==> src/rtl/mux21x16_arbiter.sv <==
// mux21x16_arbiter: round-robin, burst-bounded arbiter that owns the select
// of an external 16-bit 2:1 mux and registers the selected word into a
// valid/ready output stage.
module mux21x16_arbiter #(
   parameter int WIDTH     = 16,
   parameter int MAX_BURST = 4,
   parameter int CNT_W     = 4
) (
   input  logic             clk,
   input  logic             reset,
   input  logic             a_valid,
   output logic             a_ready,
   input  logic             b_valid,
   output logic             b_ready,
   output logic             sel,
   input  logic [WIDTH-1:0] mux_out,
   output logic             out_valid,
   input  logic             out_ready,
   output logic [WIDTH-1:0] out_data
);

   localparam logic [CNT_W-1:0] MAX_CNT = CNT_W'(MAX_BURST);

   logic             owner;      // requester that received the last grant
   logic [CNT_W-1:0] burst_cnt;  // consecutive grants to owner, saturating
   logic             load;
   logic             pref;
   logic             grant;

   // Output stage can accept a word when empty or draining this cycle.
   assign load = !out_valid || out_ready;

   // The owner keeps priority until its burst is used up.
   assign pref = (burst_cnt == MAX_CNT) ? ~owner : owner;

   // Select: lone requester wins outright; ties and idle follow pref so the
   // select never toggles while idle. Held at A while in reset.
   always_comb begin
      sel = pref;
      if (reset)                  sel = 1'b0;
      else if (a_valid && !b_valid) sel = 1'b0;
      else if (!a_valid && b_valid) sel = 1'b1;
   end

   // Ready only to the selected requester, only when the stage can load.
   assign a_ready = !reset && load && a_valid && !sel;
   assign b_ready = !reset && load && b_valid &&  sel;
   assign grant   = a_ready || b_ready;

   // Capture, drain and burst bookkeeping; reset drops any held word.
   always_ff @(posedge clk) begin
      if (reset) begin
         out_valid <= 1'b0;
         out_data  <= '0;
         owner     <= 1'b0;
         burst_cnt <= '0;
      end else if (grant) begin
         out_data  <= mux_out;
         out_valid <= 1'b1;
         if (sel == owner) begin
            if (burst_cnt != MAX_CNT)
               burst_cnt <= burst_cnt + CNT_W'(1);
         end else begin
            owner     <= sel;
            burst_cnt <= CNT_W'(1);
         end
      end else if (out_ready) begin
         out_valid <= 1'b0;
      end
   end

endmodule

==> config.mk <==
export PLATFORM = sky130hd
export DESIGN_NAME = mux21x16_arbiter
export DESIGN_NICKNAME = d
export VERILOG_FILES = /design/src/rtl/mux21x16_arbiter.sv
export SDC_FILE = /design/constraint.sdc
export NUM_CORES = 1
export LEC_CHECK = 0
export BUFFER_PORTS_ARGS = -buffer_cell sky130_fd_sc_hd__buf_2
export CORE_MARGIN = 2
export CORE_UTILIZATION = 40
export DETAILED_ROUTE_END_ITERATION = 16
export PLACE_DENSITY = 0.69
export SYNTH_ARGS = -nofsm -noshare
export SYNTH_HDL_FRONTEND = slang
export SYNTH_SLANG_ARGS = --single-unit
==> constraint.sdc <==
create_clock -name clk -period 2.8 [get_ports clk]
set_clock_uncertainty 0.15 [all_clocks]
set_input_delay 0.56 -clock clk [delete_from_list [all_inputs] [get_ports clk]]
set_output_delay 0.56 -clock clk [all_outputs]
set_load 0.005 [all_outputs]
== Yosys cells after proc, flatten, opt, wreduce, memory -nomap -nowiden ==
Index checks and enable logic that the tools add are counted.
W data, S select, Z words.
Cells by class
  $add $sub $neg: 1
  eq/ne operators: 4
  multiplexer cells: 8
  bitwise operators: 2
  reductions and logical operators: 17
Operators with widths (count)
  $mux W4: 2
  $logic_and A1 B1 Y1: 7
  $mux W1: 6
  $logic_not A1 Y1: 5
  $add A4 B1 Y4 const B: 1
  $eq A4 B3 Y1 const B: 1
  $ne A4 B3 Y1 const B: 1
  $reduce_and A2 Y1: 2
  $logic_or A1 B1 Y1: 2
  $ne A2 B1 Y1 const B: 1
  $not A1 Y1: 2
  $reduce_bool A2 Y1: 1
  $eq A1 B1 Y1: 1
Storage, ports and cells
  register bits: 22
  output and inout bits: 20

== Depth between registers and ports, before layout ==
Gate-level depths: netlist of the first run.
  depth after elaboration: 9
  mapped depth: 6
  mapped depth without buffers: 6

== Least setup slack after synthesis of the first run ==
Ideal clock, no wire load.
  path type: reg-to-output
  start point: register burst_cnt[0]
  end point: output port sel
  arrival: 1.322 ns
  setup slack: 0.768 ns
  cell stages (with the launch flop): 7
  path buffers: 0
  cells stage by stage: dfxtp_1 -> inv_1 -> ha_1 -> and3b_4 -> xnor2_1 -> maj3_2 -> nor2_2
Between the ends
  word-level cells in the longest chain between the ends: 5
Ends and longest elaborated chain
  from (decl): line 25  | logic [CNT_W-1:0] burst_cnt;
  from (signal assigned): line 62  | burst_cnt <= burst_cnt + CNT_W'(1);
  $eq A4 B3 Y1: line 34  | assign pref = (burst_cnt == MAX_CNT) ? ~owner : owner;
  $mux W1: line 34
  $mux W1: line 42  | else if (!a_valid && b_valid) sel = 1'b1;
  $mux W1: line 41  | else if (a_valid && !b_valid) sel = 1'b0;
  $mux W1: line 40  | if (reset) sel = 1'b0;
  to (decl): line 15  | output logic sel,
Every way passes these cells.

== Worst setup path after layout of the first run ==
Ends and elaborated chain as after synthesis.

==> results_tabular.tex, run 1 <==
\begin{tabular}{lr}
\hline
Metric & Value \\
\hline
\multicolumn{2}{l}{\textbf{Setup path}} \\
\quad Cell depth of the worst flop-to-flop path & 6 \\
\quad Kind of end point of the critical path & output pin \\
\quad Arrival time at the worst endpoint & 1.86 ns \\
\quad Classification of the worst setup path & reg2out \\
\quad CP Data Required Time & 2.09 ns \\
\quad Worst-path fanout max & 3 \\
\quad Critical path launch point type & register \\
\multicolumn{2}{l}{\textbf{Clock tree}} \\
\quad Hold bufs inserted after CTS & 0 \\
\quad TritonCTS sink count & 22 \\
\quad Number of H-tree levels & 1 \\
\quad Clock-pin slew on the worst setup and hold paths & around 0.12 ns \\
\quad Count of cells resized by post-cts repair & 0 \\
\quad Total clock buffers created by CTS & 3 \\
\quad Number of buffers on the longest clock path & 2 \\
\quad Skew-Pair Late Insertion Delay & 0.31 ns \\
\quad Buffer count from post-CTS setup fixing & 0 \\
\quad Clock tree from TritonCTS & done \\
\quad Cell chosen for the clock root & clkbuf\_4 \\
\multicolumn{2}{l}{\textbf{Layout}} \\
\quad Layout filler cell count & 231 \\
\quad Area growth from synthesis to final layout & 27.6\% \\
\quad Layout cell share with drive strength beyond 1 & a little under two fifths \\
\quad FF/Latch Area & 440 sq um \\
\quad Final Core Density & 55.2\% \\
\quad Area taken by multi-input logic gates & $\sim$500 sq um \\
\quad Number of diodes added for antenna fixing & 0 \\
\quad Final-stage net count & 162 \\
\multicolumn{2}{l}{\textbf{Synthesis}} \\
\quad Most area-consuming cells after synthesis & dfxtp\_1, mux2i\_1, nor2\_1 \\
\quad Library cell occupying the most area in the post-synthesis netlist & dfxtp\_1 \\
\quad Mean area per synthesized cell & a little over 10 sq um \\
\quad Number of warning messages in the yosys log & 0 \\
\quad EDFF count, synth & 0 \\
\quad Predominant post-synthesis flop cell & dfxtp\_1 \\
\quad Post-synth cell types & 31 \\
\quad Post-synthesis register bit count & 22 \\
\quad Total nets after synthesis & 120 \\
\quad Synth Cell Area & about 1000 sq um \\
\quad Ys async rst share & 0\% \\
\quad Area share of the leading cell type in the synthesized netlist & 45.1\% \\
\quad Syn Inst Count & 97 \\
\quad Portion of the post-synthesis area used by sequential elements & 45.1\% \\
\multicolumn{2}{l}{\textbf{STA}} \\
\quad Total count of max-transition violations in the final report & 0 \\
\quad Hold violation total from the final report & 0 \\
\quad \# setup viols final & 0 \\
\quad Final setup TNS & 0 ns \\
\quad Hold\_ws & 0.330 ns \\
\quad Worst Slack Setup Final & 0.230 ns \\
\quad Highest clock rate & 389 MHz \\
\quad Unrepaired setup endpoints after global routing & no \\
\quad Worst Max-Slew Pin Slew & 0.462 ns \\
\quad Final worst path period need & 2.57 ns \\
\quad Portion of the clock cycle consumed by the worst path in the final layout & 91.8\% \\
\quad Worst max-slew margin expressed relative to the limit & between 60\% and 70\% \\
\multicolumn{2}{l}{\textbf{Hold path}} \\
\quad WHS Path Cells & 3 \\
\quad Path type of the worst min-delay path & in2reg \\
\multicolumn{2}{l}{\textbf{Floorplan}} \\
\quad Die area & 2850 sq um \\
\quad Chip height & 53.4 um \\
\quad Initial Util & between 40 and 50\% \\
\quad Chip Width & 53.4 um \\
\quad Top-Level Pins & 41 \\
\quad Core region area & 2250 sq um \\
\quad Count of standard-cell rows & 17 \\
\multicolumn{2}{l}{\textbf{Pwr}} \\
\quad Peak VDD IR & 0.000332 V \\
\quad Power share of the sequential group & 49.6\% \\
\quad Share of power burned in combinational logic & 15.5\% \\
\quad Power density cells & 558 nW/um\^{}2 \\
\quad Share of total power consumed by net switching & between 20\% and 30\% \\
\quad Internal power & 0.532 mW \\
\quad LEAKAGE & 0.611 nW \\
\quad Clock power frac & 34.8\% \\
\quad Sum of internal, switching and leakage power & between 0.6 and 0.7 mW \\
\quad Switching power of the nets & 0.162 mW \\
\multicolumn{2}{l}{\textbf{Place}} \\
\quad Worst slack, placed & just under 0.6 ns \\
\quad Final weighted congestion in routability-driven placement & 0.711 \\
\quad Post-detail-place hpwl & roughly 1400 um \\
\quad Number of input and output port buffers inserted & 40 \\
\multicolumn{2}{l}{\textbf{GRT}} \\
\quad Via count of the first global-routing pass & 727 \\
\quad Total GRT Usage & 15.0\% \\
\quad GR Overflow Total & 0 \\
\quad Global-route wire length before repair & 3080 um \\
\quad Pin count of the biggest net entering global routing & 25 \\
\quad Number of antenna violations at the first check in global routing & 0 \\
\multicolumn{2}{l}{\textbf{Detailed routing}} \\
\quad First DRT Iteration DRCs & 10 \\
\quad Number of optimization iterations in the first detailed-route pass & 4 \\
\quad Number of vias in the routed layout & 821 \\
\quad Final routed DRC violation total & 0 \\
\quad Detail Route Antenna Nets & 0 \\
\quad Avg Vias per Cell & about 4.9 \\
\quad Overall routed net length & 1870 um \\
\quad Drt wl/cell & 11.3 um \\
\multicolumn{2}{l}{\textbf{Outcome}} \\
\quad Result of the run & finished clean \\
\multicolumn{2}{l}{\textbf{Run}} \\
\quad Maximum capacitance violations & 0 \\
\hline
\end{tabular}
[final cells by class]
class	count	share of cell area, %
Clock inverter	1	2.41
Sequential cell	22	35.4
Multi-Input combinational cell	66	39.4
Timing Repair Buffer	41	16.7
Clock buffer	3	1.81
Tap cell	28	2.81
Inverter	5	1.51
[path summary, 6_finish.rpt]
| check | slack (ns) | to | startpoint |
|---|---|---|---|
| max | 0.23 | sel | burst_cnt[0] |
| min | 0.33 | out_data[8] | mux_out[8] |
| max reg2reg | 1.08 | burst_cnt[2] | burst_cnt[0] |
| min reg2reg | 0.35 | out_data[10] | out_data[10] |
[metrics by stage]
| stage | instances | area [sq um] |
|---|---|---|
| 2_1_floorplan | 97 | 976 |
| 3_3_place_gp | 162 | 1190 |
| 3_5_place_dp | 162 | 1190 |
| 4_1_cts | 166 | 1240 |
| 5_1_grt | 166 | 1240 |
| 6_report | 166 | 1240 |
[Yosys cell counts, types with 2 or more instances]
library cell,instances
ha_1,2
mux2i_1,17
nor2b_1,2
nor2_1,21
o21ai_0,2
nand3_1,2
dfxtp_1,22
inv_1,5
xnor2_1,2
[sequential cells by signal (all words and copies together), names as in the netlist]
register   flops
out_data      16
burst_cnt      4
out_valid      1
owner          1
[worst max-delay path, stage by stage, from the launching register on]
cell     delay (ns)
dfxtp_1        0.37
inv_1          0.08
ha_1           0.21
and3b_4        0.20
xnor2_1        0.26
maj3_2         0.27
nor2_2         0.03
buf_2          0.14
[logic make-up after synthesis]
| group | share of synthesized area, % |
|---|---|
| compound gates | 7.69 |
| fa+ha+maj | 3.72 |
| buf+inv | 5.13 |
| xor+xnor | 1.80 |
| mux | 17.4 |
| flops | 45.1 |
| simple gates | 19.1 |
[cells in the final DEF, fill, tap and decap left out, drive strengths merged]
cell type  Yosys  routed
inv            5       5
and2           1       1
xnor2          2       2
bufinv         0       1
nor2b          3       3
nand3          2       2
nor4bb         1       1
dfxtp         22      22
and3b          1       1
a21bo          1       1
ha             2       2
o211ai         1       1
nor4           1       1
nor2          22      22
nor3           1       1
mux2i         17      17
clkbuf         0       3
buf            4      41
a22o           1       1
nand4          1       1
o211a          1       1
o31ai          1       1
nand2          1       1
o21ai          3       3
maj3           1       1
a31oi          1       1
a32o           1       1
[per-layer routing]
layer	vias up	global-route usage [%]	routed length (um)
met3	5	3.39	126
met2	30	24.3	908
met5	-	0	0
met4	0	7.69	30
met1	377	18.2	802
li1	409	-	-
[power by group through the flow]
stage | registers, mW | clock network [mW] | logic [mW]
after floorplan | 0.352 | 0 | 0.0670
after global placement | 0.351 | 0 | 0.106
after detailed placement | 0.351 | 0 | 0.109
after CTS | 0.345 | 0.248 | 0.110
after global routing | 0.347 | 0.263 | 0.122
final | 0.345 | 0.242 | 0.108
Power figures use the tool's default switching activity.
==> run 2: changes to the inputs <==
- RECOVER_POWER: default -> 25
==> run 2 against run 1 <==
Compared with the run above:
- final area down 0.20%
- maximum frequency unchanged
- hold slack unchanged
- cell count unchanged
- count of clock-buffer cells in the layout unchanged
- power about the same
- first-iteration DRC count unchanged
- clock power about the same
- sequential share of layout area up 0.071 points
- critical endpoint unchanged
- largest cell class unchanged
- largest power group unchanged
==> results_tabular.tex, run 2 (same netlist as run 1, synthesis figures left out) <==
\begin{tabular}{lr}
\hline
Metric & Value \\
\hline
\multicolumn{2}{l}{\textbf{STA}} \\
\quad Highest clock rate & between 300 and 400 MHz \\
\quad Worst Max-Slew Pin Slew & 0.462 ns \\
\quad Final worst path period need & 2.57 ns \\
\quad Portion of the clock cycle consumed by the worst path in the final layout & 91.8\% \\
\quad Hold violation total from the final report & 0 \\
\quad Total count of max-transition violations in the final report & 0 \\
\quad Unrepaired setup endpoints after global routing & no \\
\quad \# setup viols final & 0 \\
\quad Worst max-slew margin expressed relative to the limit & 69.2\% \\
\quad Final setup TNS & 0 ns \\
\multicolumn{2}{l}{\textbf{Clock tree}} \\
\quad TritonCTS sink count & 22 \\
\quad Total clock buffers created by CTS & 3 \\
\quad Count of cells resized by post-cts repair & 0 \\
\quad Buffer count from post-CTS setup fixing & 0 \\
\quad Number of H-tree levels & 1 \\
\quad Cell chosen for the clock root & clkbuf\_4 \\
\quad Skew-Pair Late Insertion Delay & just over 0.3 ns \\
\quad Clock-pin slew on the worst setup and hold paths & roughly 0.12 ns \\
\quad Hold bufs inserted after CTS & 0 \\
\quad Number of buffers on the longest clock path & 2 \\
\quad Clock tree from TritonCTS & done \\
\multicolumn{2}{l}{\textbf{Outcome}} \\
\quad Result of the run & finished clean \\
\multicolumn{2}{l}{\textbf{Setup path}} \\
\quad Critical path launch point type & register \\
\quad Classification of the worst setup path & reg2out \\
\quad Delay of the slowest cell on the worst path & 0.37 ns \\
\quad Cell with the largest stage delay on the worst path & dfxtp\_1 \\
\quad Minimum setup slack among reg-to-reg paths & 1.08 ns \\
\quad Worst-path fanout max & 3 \\
\quad Worst reg2reg path startpoint & burst\_cnt[0] \\
\quad Endpoint of the worst-slack reg-to-reg timing path & burst\_cnt[2] \\
\quad Cell depth of the worst flop-to-flop path & 6 \\
\quad Critical Path Stages & 7 \\
\quad CP Data Required Time & 2.09 ns \\
\quad Kind of end point of the critical path & output pin \\
\quad Delay-heaviest family, CP & adder cells \\
\quad Arrival time at the worst endpoint & 1.86 ns \\
\quad CP cell instances & inv\_1, ha\_1, and3b\_4, xnor2\_1, maj3\_2, nor2\_2, buf\_2 \\
\quad Total buffers and inverters traversed by the critical path & 2 \\
\multicolumn{2}{l}{\textbf{Place}} \\
\quad Final weighted congestion in routability-driven placement & 0.711 \\
\quad Post-detail-place hpwl & 1440 um \\
\quad Number of input and output port buffers inserted & 40 \\
\quad Placed instance count & $\sim$160 \\
\multicolumn{2}{l}{\textbf{Run}} \\
\quad Maximum capacitance violations & 0 \\
\multicolumn{2}{l}{\textbf{Pwr}} \\
\quad Peak VDD IR & 0.000332 V \\
\quad LEAKAGE & 0.603 nW \\
\quad Power density cells & 558 nW/um\^{}2 \\
\quad Sum of internal, switching and leakage power & between 0.6 and 0.7 mW \\
\multicolumn{2}{l}{\textbf{GRT}} \\
\quad GR Overflow Total & 0 \\
\quad Pin count of the biggest net entering global routing & 25 \\
\quad Global-route wire length before repair & $\sim$3100 um \\
\quad Total GRT Usage & about 15\% \\
\quad Number of antenna violations at the first check in global routing & 0 \\
\quad Via count of the first global-routing pass & 727 \\
\multicolumn{2}{l}{\textbf{Detailed routing}} \\
\quad Final routed DRC violation total & 0 \\
\quad Overall routed net length & 1870 um \\
\quad Number of optimization iterations in the first detailed-route pass & 4 \\
\quad Avg Vias per Cell & 4.95 \\
\quad Drt wl/cell & 11.3 um \\
\quad Detail Route Antenna Nets & 0 \\
\quad First DRT Iteration DRCs & 10 \\
\quad Number of vias in the routed layout & 822 \\
\multicolumn{2}{l}{\textbf{Hold path}} \\
\quad WHS Path Cells & 3 \\
\quad Hold EP & out\_data[8] \\
\quad Worst min-delay path startpoint & mux\_out[8] \\
\quad Path type of the worst min-delay path & in2reg \\
\multicolumn{2}{l}{\textbf{Floorplan}} \\
\quad Chip Width & around 53 um \\
\quad Count of standard-cell rows & 17 \\
\quad Core region area & 2250 sq um \\
\quad Chip height & 53.4 um \\
\quad Initial Util & 43.3\% \\
\quad Die area & 2850 sq um \\
\quad Top-Level Pins & 41 \\
\multicolumn{2}{l}{\textbf{Layout}} \\
\quad Commonest cells after routing, fill and taps aside & buf\_2, dfxtp\_1, nor2\_1 \\
\quad Fin cells & 166 \\
\quad Area growth from synthesis to final layout & 27.3\% \\
\quad Number of diodes added for antenna fixing & 0 \\
\quad Max FFs per register & 16 \\
\quad Final Core Density & 55.1\% \\
\quad Final-stage net count & between 150 and 200 \\
\quad Most common library cell in the layout ignoring fill and taps & buf\_2 \\
\quad Layout filler cell count & 231 \\
\quad Largest registers & out\_data x16, burst\_cnt x4 \\
\quad Layout cell share with drive strength beyond 1 & a little over a third \\
\quad Register name with the most flops & out\_data \\
\hline
\end{tabular}
[run 2: cell types whose count changed in the layout (fill, tap and decap cells not counted), sizes merged]
cell,change
buf,-2
clkbuf,+2
[run 2: tightest hold or removal path, cell delays in order]
cell	delay (ns)
buf_2	0.07
mux2i_1	0.05
nor2_1	0.07
[run 2: area by class of cell]
| cell class | instances | area (sq um) | area share, % |
|---|---|---|---|
| clock buffers | 3 | 22.5 | 1.81 |
| clock inverters | 1 | 30.0 | 2.42 |
| inverters | 5 | 18.8 | 1.51 |
| multi-input cells | 66 | 490 | 39.5 |
| flip-flops and latches | 22 | 440 | 35.4 |
| well taps | 28 | 35.0 | 2.82 |
| repair buffers | 41 | 205 | 16.5 |
[run 2: worst max path at each step]
stage                       from  endpoint  slack (ns)
floorplan           burst_cnt[0]       sel        0.77
global placement    burst_cnt[0]       sel        0.65
detailed placement  burst_cnt[0]       sel        0.59
CTS                 burst_cnt[0]       sel        0.23
global route        burst_cnt[1]       sel        0.13
finish              burst_cnt[0]       sel        0.23
[run 2: per-layer routing]
metal | vias up | wire length, um | GRT usage [%]
met4 | 0 | 30 | 7.69
met5 | - | 0 | 0
met1 | 377 | 806 | 18.2
met2 | 30 | 908 | 24.3
li1 | 410 | - | -
met3 | 5 | 126 | 3.39
[run 2: report_power, final]
| part | total (mW) | leakage [nW] | switching, mW | internal [mW] |
|---|---|---|---|---|
| clock network | 0.242 | 0.0279 | 0.0970 | 0.145 |
| logic | 0.107 | 0.395 | 0.0530 | 0.0544 |
| registers | 0.345 | 0.181 | 0.0117 | 0.333 |
[run 2: per-stage QoR]
stage / hold slack, ns / worst slack (ns) / cell area (sq um)
4_1_cts: 0.324 / 0.226 / 1240
6_report: 0.330 / 0.230 / 1240
5_1_grt: 0.319 / 0.131 / 1240
3_5_place_dp: 0.326 / 0.591 / 1190
3_3_place_gp: 0.318 / 0.654 / 1190
2_1_floorplan: 0.335 / 0.768 / 976
